`config.mk`:
```
export PLATFORM = sky130hd
export DESIGN_NAME = dpram_fifo_ctrl_flat
export DESIGN_NICKNAME = d
export VERILOG_FILES = /design/src/rtl/fifo_pkg.sv /design/src/rtl/dpram_fifo_ctrl_if.sv /design/src/rtl/dpram_fifo_ctrl_out_skid_buf.sv /design/src/rtl/dpram_fifo_ctrl.sv /design/src/flat_wrapper.sv
export SDC_FILE = /design/constraint.sdc
export NUM_CORES = 1
export LEC_CHECK = 0
export BUFFER_PORTS_ARGS = -buffer_cell sky130_fd_sc_hd__buf_2
export CAP_MARGIN = 20
export CORE_ASPECT_RATIO = 2
export CORE_UTILIZATION = 52
export CTS_CLUSTER_DIAMETER = 150
export DETAILED_ROUTE_END_ITERATION = 7
export PLACE_DENSITY = 0.81
export SYNTH_ARGS = -nofsm -noshare
export SYNTH_HDL_FRONTEND = slang
export SYNTH_SLANG_ARGS = --single-unit
```
`constraint.sdc`:
```
create_clock -name clk -period 3 [get_ports clk]
set_input_delay 0.3 -clock clk [delete_from_list [all_inputs] [get_ports clk]]
set_output_delay 0.3 -clock clk [all_outputs]
set_load 0.03 [all_outputs]
```
`src/rtl/fifo_pkg.sv`:
```
// rtl/fifo_pkg.sv - shared sizing helpers for the dual-port RAM FIFO controller
// Provides depth and counter-width helpers derived from the RAM address width,
// and the fixed depth of the output skid buffer. No ports.
package fifo_pkg;

    localparam int SKID_DEPTH = 2;

    // RAM depth for a given address width.
    function automatic int depth_of(input int addr_width);
        return 1 << addr_width;
    endfunction

    // Width of the total-occupancy counter: holds DEPTH + SKID_DEPTH.
    function automatic int cnt_width(input int addr_width);
        return addr_width + 2;
    endfunction

endpackage

```
`src/rtl/dpram_fifo_ctrl_if.sv`:
```
// rtl/dpram_fifo_ctrl_if.sv - producer/consumer stream bundle of the FIFO controller
// Signals: wr_valid/wr_ready/wr_data (producer stream), rd_valid/rd_ready/rd_data
// (consumer stream), count (total words held).
// master: producer/consumer side. slave: controller side.
interface dpram_fifo_ctrl_if #(
    parameter int DATA_WIDTH = 8,
    parameter int ADDR_WIDTH = 4
);
    logic                  wr_valid;
    logic                  wr_ready;
    logic [DATA_WIDTH-1:0] wr_data;
    logic                  rd_valid;
    logic                  rd_ready;
    logic [DATA_WIDTH-1:0] rd_data;
    logic [ADDR_WIDTH+1:0] count;

    modport master (
        output wr_valid, wr_data, rd_ready,
        input  wr_ready, rd_valid, rd_data, count
    );

    modport slave (
        input  wr_valid, wr_data, rd_ready,
        output wr_ready, rd_valid, rd_data, count
    );
endinterface

```
`src/rtl/dpram_fifo_ctrl_out_skid_buf.sv`:
```
// rtl/dpram_fifo_ctrl_out_skid_buf.sv - 2-entry registered output buffer behind the RAM read port
// Ports: clk, rst_n (async active-low); load/load_data capture a word returned by
// the RAM; pop removes the head; head is entry 0 (registered); cnt is occupancy 0..2.
module out_skid_buf
    import fifo_pkg::*;
#(
    parameter int DATA_WIDTH = 8
) (
    input  logic                  clk,
    input  logic                  rst_n,
    input  logic                  load,
    input  logic [DATA_WIDTH-1:0] load_data,
    input  logic                  pop,
    output logic [DATA_WIDTH-1:0] head,
    output logic [1:0]            cnt
);

    logic [DATA_WIDTH-1:0] entry0;
    logic [DATA_WIDTH-1:0] entry1;

    always_ff @(posedge clk or negedge rst_n) begin
        if (!rst_n) begin
            entry0 <= '0;
            entry1 <= '0;
            cnt    <= 2'd0;
        end else begin
            case ({load, pop})
                2'b10: begin
                    if (cnt == 2'd0) entry0 <= load_data;
                    else             entry1 <= load_data;
                    cnt <= cnt + 2'd1;
                end
                2'b01: begin
                    entry0 <= entry1;
                    cnt    <= cnt - 2'd1;
                end
                2'b11: begin
                    // Occupancy unchanged; the new word lands behind whatever remains.
                    if (cnt == 2'd1) begin
                        entry0 <= load_data;
                    end else begin
                        entry0 <= entry1;
                        entry1 <= load_data;
                    end
                end
                default: ;
            endcase
        end
    end

    assign head = entry0;

    a_no_skid_overflow: assert property (@(posedge clk) disable iff (!rst_n)
        !(load && !pop && (int'(cnt) == SKID_DEPTH)));

endmodule

```
`src/rtl/dpram_fifo_ctrl.sv`:
```
// rtl/dpram_fifo_ctrl.sv - FIFO controller streaming through an external two-port RAM
// Ports: clk, rst_n (async active-low); bus (slave) carries the write/read streams
// and count; ram_we_a/ram_addr_a/ram_din_a drive the RAM write port;
// ram_we_b (tied 0)/ram_addr_b/ram_dout_b connect the registered RAM read port.
module dpram_fifo_ctrl
    import fifo_pkg::*;
#(
    parameter int DATA_WIDTH = 8,
    parameter int ADDR_WIDTH = 4
) (
    input  logic                  clk,
    input  logic                  rst_n,
    dpram_fifo_ctrl_if.slave      bus,
    output logic                  ram_we_a,
    output logic [ADDR_WIDTH-1:0] ram_addr_a,
    output logic [DATA_WIDTH-1:0] ram_din_a,
    output logic                  ram_we_b,
    output logic [ADDR_WIDTH-1:0] ram_addr_b,
    input  logic [DATA_WIDTH-1:0] ram_dout_b
);

    localparam int DEPTH = depth_of(ADDR_WIDTH);
    localparam int CNT_W = cnt_width(ADDR_WIDTH);
    localparam logic [ADDR_WIDTH:0] DEPTH_V = DEPTH[ADDR_WIDTH:0];

    logic [ADDR_WIDTH-1:0] wptr;
    logic [ADDR_WIDTH-1:0] rptr;
    logic [ADDR_WIDTH:0]   ram_cnt;
    logic                  inflight;
    logic [1:0]            skid_cnt;
    logic [2:0]            occ;
    logic                  push;
    logic                  pop;
    logic                  issue;

    assign bus.wr_ready = rst_n && (ram_cnt < DEPTH_V);
    assign push         = bus.wr_valid && bus.wr_ready;
    assign pop          = bus.rd_valid && bus.rd_ready;

    // Words already committed to the skid buffer (held or returning next edge).
    // A read may only be issued if its word will still find a free slot after
    // this cycle's pop, so the buffer can never overflow.
    assign occ   = {1'b0, skid_cnt} + {2'b00, inflight};
    assign issue = (ram_cnt != '0) && (occ < (3'd2 + {2'b00, pop}));

    assign ram_we_a   = push;
    assign ram_addr_a = wptr;
    assign ram_din_a  = bus.wr_data;
    assign ram_we_b   = 1'b0;
    assign ram_addr_b = rptr;

    always_ff @(posedge clk or negedge rst_n) begin
        if (!rst_n) begin
            wptr     <= '0;
            rptr     <= '0;
            ram_cnt  <= '0;
            inflight <= 1'b0;
        end else begin
            if (push)  wptr <= wptr + ADDR_WIDTH'(1);
            if (issue) rptr <= rptr + ADDR_WIDTH'(1);
            case ({push, issue})
                2'b10:   ram_cnt <= ram_cnt + (ADDR_WIDTH+1)'(1);
                2'b01:   ram_cnt <= ram_cnt - (ADDR_WIDTH+1)'(1);
                default: ram_cnt <= ram_cnt;
            endcase
            inflight <= issue;
        end
    end

    out_skid_buf #(.DATA_WIDTH(DATA_WIDTH)) u_skid (
        .clk       (clk),
        .rst_n     (rst_n),
        .load      (inflight),
        .load_data (ram_dout_b),
        .pop       (pop),
        .head      (bus.rd_data),
        .cnt       (skid_cnt)
    );

    assign bus.rd_valid = (skid_cnt != 2'd0);
    assign bus.count    = CNT_W'(ram_cnt) + CNT_W'(inflight) + CNT_W'(skid_cnt);

    a_no_overflow: assert property (@(posedge clk) disable iff (!rst_n)
        !(push && (ram_cnt == DEPTH_V)));
    a_no_underflow: assert property (@(posedge clk) disable iff (!rst_n)
        !(pop && (skid_cnt == 2'd0)));

endmodule
```
`src/flat_wrapper.sv`:
```
// flat-port wrapper written by rule: the top's interface ports become plain ports
module dpram_fifo_ctrl_flat import fifo_pkg::*;
#(
    parameter int DATA_WIDTH = 8,
    parameter int ADDR_WIDTH = 4
)
  (clk, rst_n, ram_we_a, ram_addr_a, ram_din_a, ram_we_b, ram_addr_b, ram_dout_b, bus_wr_valid, bus_wr_data, bus_rd_ready, bus_wr_ready, bus_rd_valid, bus_rd_data, bus_count);
  dpram_fifo_ctrl_if #(.DATA_WIDTH(DATA_WIDTH), .ADDR_WIDTH(ADDR_WIDTH)) bus_i ();
  input  logic clk;
  input  logic rst_n;
  output logic ram_we_a;
  output logic [ADDR_WIDTH-1:0] ram_addr_a;
  output logic [DATA_WIDTH-1:0] ram_din_a;
  output logic ram_we_b;
  output logic [ADDR_WIDTH-1:0] ram_addr_b;
  input  logic [DATA_WIDTH-1:0] ram_dout_b;
  input wire logic [$bits(bus_i.wr_valid)-1:0] bus_wr_valid;
  input wire logic [$bits(bus_i.wr_data)-1:0] bus_wr_data;
  input wire logic [$bits(bus_i.rd_ready)-1:0] bus_rd_ready;
  output wire logic [$bits(bus_i.wr_ready)-1:0] bus_wr_ready;
  output wire logic [$bits(bus_i.rd_valid)-1:0] bus_rd_valid;
  output wire logic [$bits(bus_i.rd_data)-1:0] bus_rd_data;
  output wire logic [$bits(bus_i.count)-1:0] bus_count;
  assign bus_i.wr_valid = bus_wr_valid;
  assign bus_i.wr_data = bus_wr_data;
  assign bus_i.rd_ready = bus_rd_ready;
  assign bus_wr_ready = bus_i.wr_ready;
  assign bus_rd_valid = bus_i.rd_valid;
  assign bus_rd_data = bus_i.rd_data;
  assign bus_count = bus_i.count;
  dpram_fifo_ctrl #(.DATA_WIDTH(DATA_WIDTH), .ADDR_WIDTH(ADDR_WIDTH)) u_core (.clk(clk), .rst_n(rst_n), .bus(bus_i), .ram_we_a(ram_we_a), .ram_addr_a(ram_addr_a), .ram_din_a(ram_din_a), .ram_we_b(ram_we_b), .ram_addr_b(ram_addr_b), .ram_dout_b(ram_dout_b));
endmodule
```
==> results of run 1 <==
-- cell families after synthesis --
logic type	after synthesis	share of synthesized area (%)
other cells	1	0.198
fa+ha+maj	17	12.4
xor+xnor	14	6.47
flops	32	42.3
compound gates	33	12.4
simple gates	42	12.3
mux	9	7.13
buf+inv	24	6.80
-- repair_timing --
| action | 4_1_cts | 5_1_grt |
|---|---|---|
| resized for setup | 0 | 2 |
| setup buffers | 0 | 2 |
| setup endpoints to repair | 0 | 1 |
-- registers in the layout (all words and copies together), names as in the netlist --
name                  flops
u_core.inflight           1
u_core.ram_addr_a         4
u_core.ram_addr_b         4
u_core.ram_cnt            5
u_core.u_skid.cnt         2
u_core.u_skid.entry1      8
u_core.u_skid.head        8
-- metal layers --
metal  global-route usage (%)  wire length [µm]  share of wire, %
met1                     21.0              1370                38
met2                     37.4              2030                56
met3                     4.56               127               3.5
met4                     10.7                85               2.4
met5                        0                 0                 0
-- critical path, stage by stage, from the launching register on --
cell and delay [ns]:
dfrtp_1 0.42, inv_1 0.11, ha_1 0.29, nor2b_4 0.17, o2bb2ai_2 0.15, nand2_2 0.11
inv_1 0.08, ha_2 0.25, ha_1 0.29, nor2b_4 0.14, or4_4 0.47, nand3_2 0.08
o311ai_1 0.08
-- cell type report --
type / count / share of cell area (%)
Timing Repair Buffer: 39 / 9.25
Multi-Input combinational cell: 116 / 44.1
Inverter: 13 / 2.23
Clock inverter: 3 / 1.94
Tap cell: 48 / 2.74
Clock buffer: 5 / 3.14
Sequential cell: 32 / 36.6
-- through the flow --
stage,setup WS (ns),util (%),instances,hold slack [ns]
2_1_floorplan,0.338,-,172,0.00441
3_3_place_gp,0.208,60.4,246,0.385
3_5_place_dp,0.0739,60.4,246,0.381
4_1_cts,0.0670,63.6,254,0.0736
5_1_grt,0.0352,64.2,256,0.0900
6_report,0.229,64.2,256,0.0515
-- synth_stat cells (all sizes together) --
library cell   n
mux2           9
conb           1
nor3b          1
xnor2         11
o21a           1
or3            1
or3b           1
o311ai         1
nand2         21
o21ai         15
a21o           2
nor2b          3
buf           11
nor3           2
nand3          5
a21oi          3
o2bb2ai        1
and3           1
or4            1
fa             3
o311a          1
inv           13
ha            14
nor2           3
nand4          1
o211ai         1
a22oi          8
dfrtp         32
xor2           3
nand2b         2
-- final timing paths --
path	cells after the start	to	startpoint
max	12	u_core.ram_cnt[4]	u_core.u_skid.cnt[0]
min	2	u_core.u_skid.entry1[2]	rst_n
max reg2reg	12	u_core.ram_cnt[4]	u_core.u_skid.cnt[0]
min reg2reg	1	u_core.ram_addr_a[3]	u_core.ram_addr_a[3]
max in group asynchronous	2	u_core.u_skid.cnt[1]	rst_n
min in group clk	2	u_core.u_skid.entry1[7]	ram_dout_b[7]
==> results.toml, run 1 <==
[outcome]
status = "complete, no violations"

[grt]
grt_max_degree = 33
grt_pass1_wl_mm = 5.75
antenna_found_initial = 0
grt-ovfl-total = 0
grt_pass1_vias = 1259
grt_usage_pct = 20.7

[flow_run]
drv_cap = 0

[floorplan]
die_x_um = 44.7
num_rows = 30
start_util_pct = 55.5
die_h_um = 87.4
core-area_um2 = 3420
dieArea_um2 = 3900
io_pins = 54

[detailed_routing]
drt-vias-per-instance = 5.07
drt_first_iter_violations = 22
drc = 0
routedWlPerCell_um = 14.1
drt_wl_total_mm = 3.61
drt_first_pass_iters = 4
ant_nets = 0
vias = 1297

[synth]
synth_nets = 209
ys_ff_latch = 32
netlist_instances = 172
seq_area_frac_synth_pct = 42.3
syn_avg_cell_area_um2 = 11.0
netlist_area_um2 = 1890
ys_types = 38
yosysTopAreaCellShare_pct = 42.3
ys_warn_count = 0
ys_top_cells_by_area = "dfrtp_1 (42%), ha_1 (9.2%), mux2_4 (7.1%)"
synth_top_area_cell = "dfrtp_1"

[setup_path]
required_ns = 3.16
cp_max_fo = 8
cp-start-kind = "flop"
end_kind = "flop"
crit_type = "flop to flop"
critPathArrivalTime_ns = 2.93
reg2reg_slack_ns = 0.23

[sta]
hold_viol_final = 0
period_needed_ns = 2.77
fmax_mhz = 361
finalClockSkew_ns = 0.00563
rsz0062_at_grt = "no"
final.setup.tns_ns = 0
tightestPinTransition_ns = 0.615
slew_headroom_pct = 59.0
finalCritPeriodShare_pct = 92.4
finalMaxSlewViolations = 0
setup_violations = 0

[clock_network]
root_buffer = "clkbuf_8"
cts.path.max_buffers = 2
cts_buffers = 5
cts_tree = "yes"
path_clk_slew_ns = 0.07
cts.sinks = 32
clk_latency_ns = 0.29
hold_buffers = 0
cts_max_level = 2

[layout]
area_growth_pct = 15.7
antenna_cells = 0
regArea_um2 = 802
multiInputGateArea_um2 = 967
fillers = 296
final_cell_mix = "buf_2 (36), dfrtp_1 (31), nand2_1 (18)"
finalInstanceArea_um2 = 2190
nNetsFinal = 244
drive_gt1_share_pct = 34.1
final_common_cell = "buf_2"

[placement]
gp_congestion = 0.745
dp_hpwl_mm = 2.72
io_buffers = 36
place_area_um2 = 2060

[min_path]
min-delay-path-class = "input pin to asynchronous set/reset pin"
Power of run 1 is not shown: default switching activity piles up to over one toggle a cycle in this logic, so the estimate is an artifact.
==> run 2, diff against run 1 <==
--- a/config.mk
+++ b/config.mk
@@ -11,6 +11,7 @@
 export CORE_UTILIZATION = 52
 export CTS_CLUSTER_DIAMETER = 150
 export DETAILED_ROUTE_END_ITERATION = 7
+export GPL_TIMING_DRIVEN = 0
 export PLACE_DENSITY = 0.81
 export SYNTH_ARGS = -nofsm -noshare
 export SYNTH_HDL_FRONTEND = slang
==> results.toml, run 2 (synthesized netlist as in run 1, its figures left out) <==
[outcome]
status = "complete, no violations"

[layout]
regArea_um2 = 803
multiInputGateArea_um2 = 967
final_cell_mix = "buf_2 (45), dfrtp_1 (30), nand2_1 (18)"
antenna_cells = 0
area_growth_pct = 21.7
nNetsFinal = 260
final_common_cell = "buf_2"
fillers = 273
final_cells = 272
drive_gt1_share_pct = 39.3

[detailed_routing]
drc = 0
routedWlPerCell_um = 13.5
drt-vias-per-instance = 5.06
routed.top_layer = "met4"
vias = 1376
drt_first_iter_violations = 26
ant_nets = 0
drt_wl_total_mm = 3.67
drt_first_pass_iters = 4
wl_met1_mm = 1.40
wl_met2_mm = 2.09
dr_wl_met3_um = 109

[grt]
grt_max_degree = 34
antenna_found_initial = 0
grt_pass1_wl_mm = 6.02
grt_usage_pct = 21.2
grt_pass1_vias = 1365
grt-ovfl-total = 0

[floorplan]
core-area_um2 = 3420
dieArea_um2 = 3900
num_rows = 30
io_pins = 54
start_util_pct = 55.5
die_h_um = 87.4
die_x_um = 44.7

[min_path]
min-delay-path-class = "input pin to asynchronous set/reset pin"

[clock_network]
cts_buffers = 5
cts.path.max_buffers = 2
cts_tree = "yes"
root_buffer = "clkbuf_8"
cts_max_level = 2
clk_latency_ns = 0.28
cts.sinks = 32
hold_buffers = 0
path_clk_slew_ns = 0.07

[setup_path]
required_ns = 3.15
end_kind = "flop"
cp_max_fo = 8
cp-start-kind = "flop"
cpPeakStageDelay_ns = 0.48
critPathArrivalTime_ns = 2.98
cp_top_family = "simple AND/OR/NAND/NOR gates"
path_cells = "inv_1, ha_1, nor2b_4, o2bb2ai_2, nand2_2, inv_1, ha_2, ha_1, nor2b_4, or4_4, nand3_2, o311ai_1"
crit_type = "flop to flop"
crit_buf_inv = 2
critPathSlowestCell = "or4_4"

[sta]
fmax_mhz = 354
period_needed_ns = 2.82
finalMaxSlewViolations = 0
final.setup.tns_ns = 0
slew_headroom_pct = 52.2
tightestPinTransition_ns = 0.717
finalClockSkew_ns = 0.00559
finalCritPeriodShare_pct = 94.1
setup_violations = 0
hold_viol_final = 0
rsz0062_at_grt = "no"

[placement]
io_buffers = 44
dp.cells = 264
dp_hpwl_mm = 2.83
gp_congestion = 0.741

[flow_run]
drv_cap = 0
[run 2: changes by cell type in the layout (fill, tap and decap cells not counted), sizes merged]
cell      delta
buf         +16
clkinvlp     -1
clkinv       -1
clkbuf       +2
[run 2: worst reg2reg max path: stages, from the launching register on]
cell,delay (ns)
dfrtp_2,0.41
inv_1,0.09
ha_1,0.29
nor2b_4,0.21
o2bb2ai_2,0.16
nand2_2,0.12
inv_1,0.08
ha_2,0.25
ha_1,0.29
nor2b_4,0.15
or4_4,0.48
nand3_2,0.08
o311ai_1,0.09
[run 2: layout make-up]
class	instances	area share, %
Clock inverter	1	1.30
Multi-Input combinational cell	116	41.9
Sequential cell	32	34.8
Timing Repair Buffer	44	9.55
Tap cell	48	2.60
Buffer	11	3.47
Clock buffer	7	4.18
Inverter	13	2.12
[run 2: what timing repair did]
action | in CTS | in global routing
setup buffers | 0 | 0
setup endpoints to repair | 0 | 1
gates resized for setup | 0 | 3
[run 2: per-layer routing]
layer	vias to the layer above	GRT usage [%]
li1	676	-
met1	660	22.6
met2	34	39.2
met3	6	3.11
met4	0	9.09
met5	-	0
[run 2: worst paths after layout]
path	startpoint	to	slack, ns	cells after the start
max in group asynchronous	rst_n	u_core.u_skid.cnt[0]	2.43	1
worst max register to register	u_core.u_skid.cnt[0]	u_core.ram_cnt[4]	0.18	12
worst max-delay path	u_core.u_skid.cnt[0]	u_core.ram_cnt[4]	0.18	12
min in group clk	ram_dout_b[7]	u_core.u_skid.entry1[7]	0.27	2
worst min-delay path	rst_n	u_core.u_skid.head[2]	0.07	1
worst min register to register	u_core.ram_addr_a[3]	u_core.ram_addr_a[3]	0.46	1
[run 2: per-stage QoR]
| step | area [µm²] | hold WS, ns | util (%) | worst slack, ns |
|---|---|---|---|---|
| final | 2310 | 0.0650 | 67.5 | 0.178 |
| after global routing | 2310 | 0.115 | 67.5 | 0.00479 |
| after detailed placement | 2170 | 0.391 | 63.7 | 0.0450 |
| after global placement | 2170 | 0.386 | 63.7 | 0.0739 |
| after CTS | 2300 | 0.0807 | 67.4 | 0.0106 |
| after floorplan | 1890 | 0.00441 | - | 0.338 |
Power of run 2 is left out for the same reason.
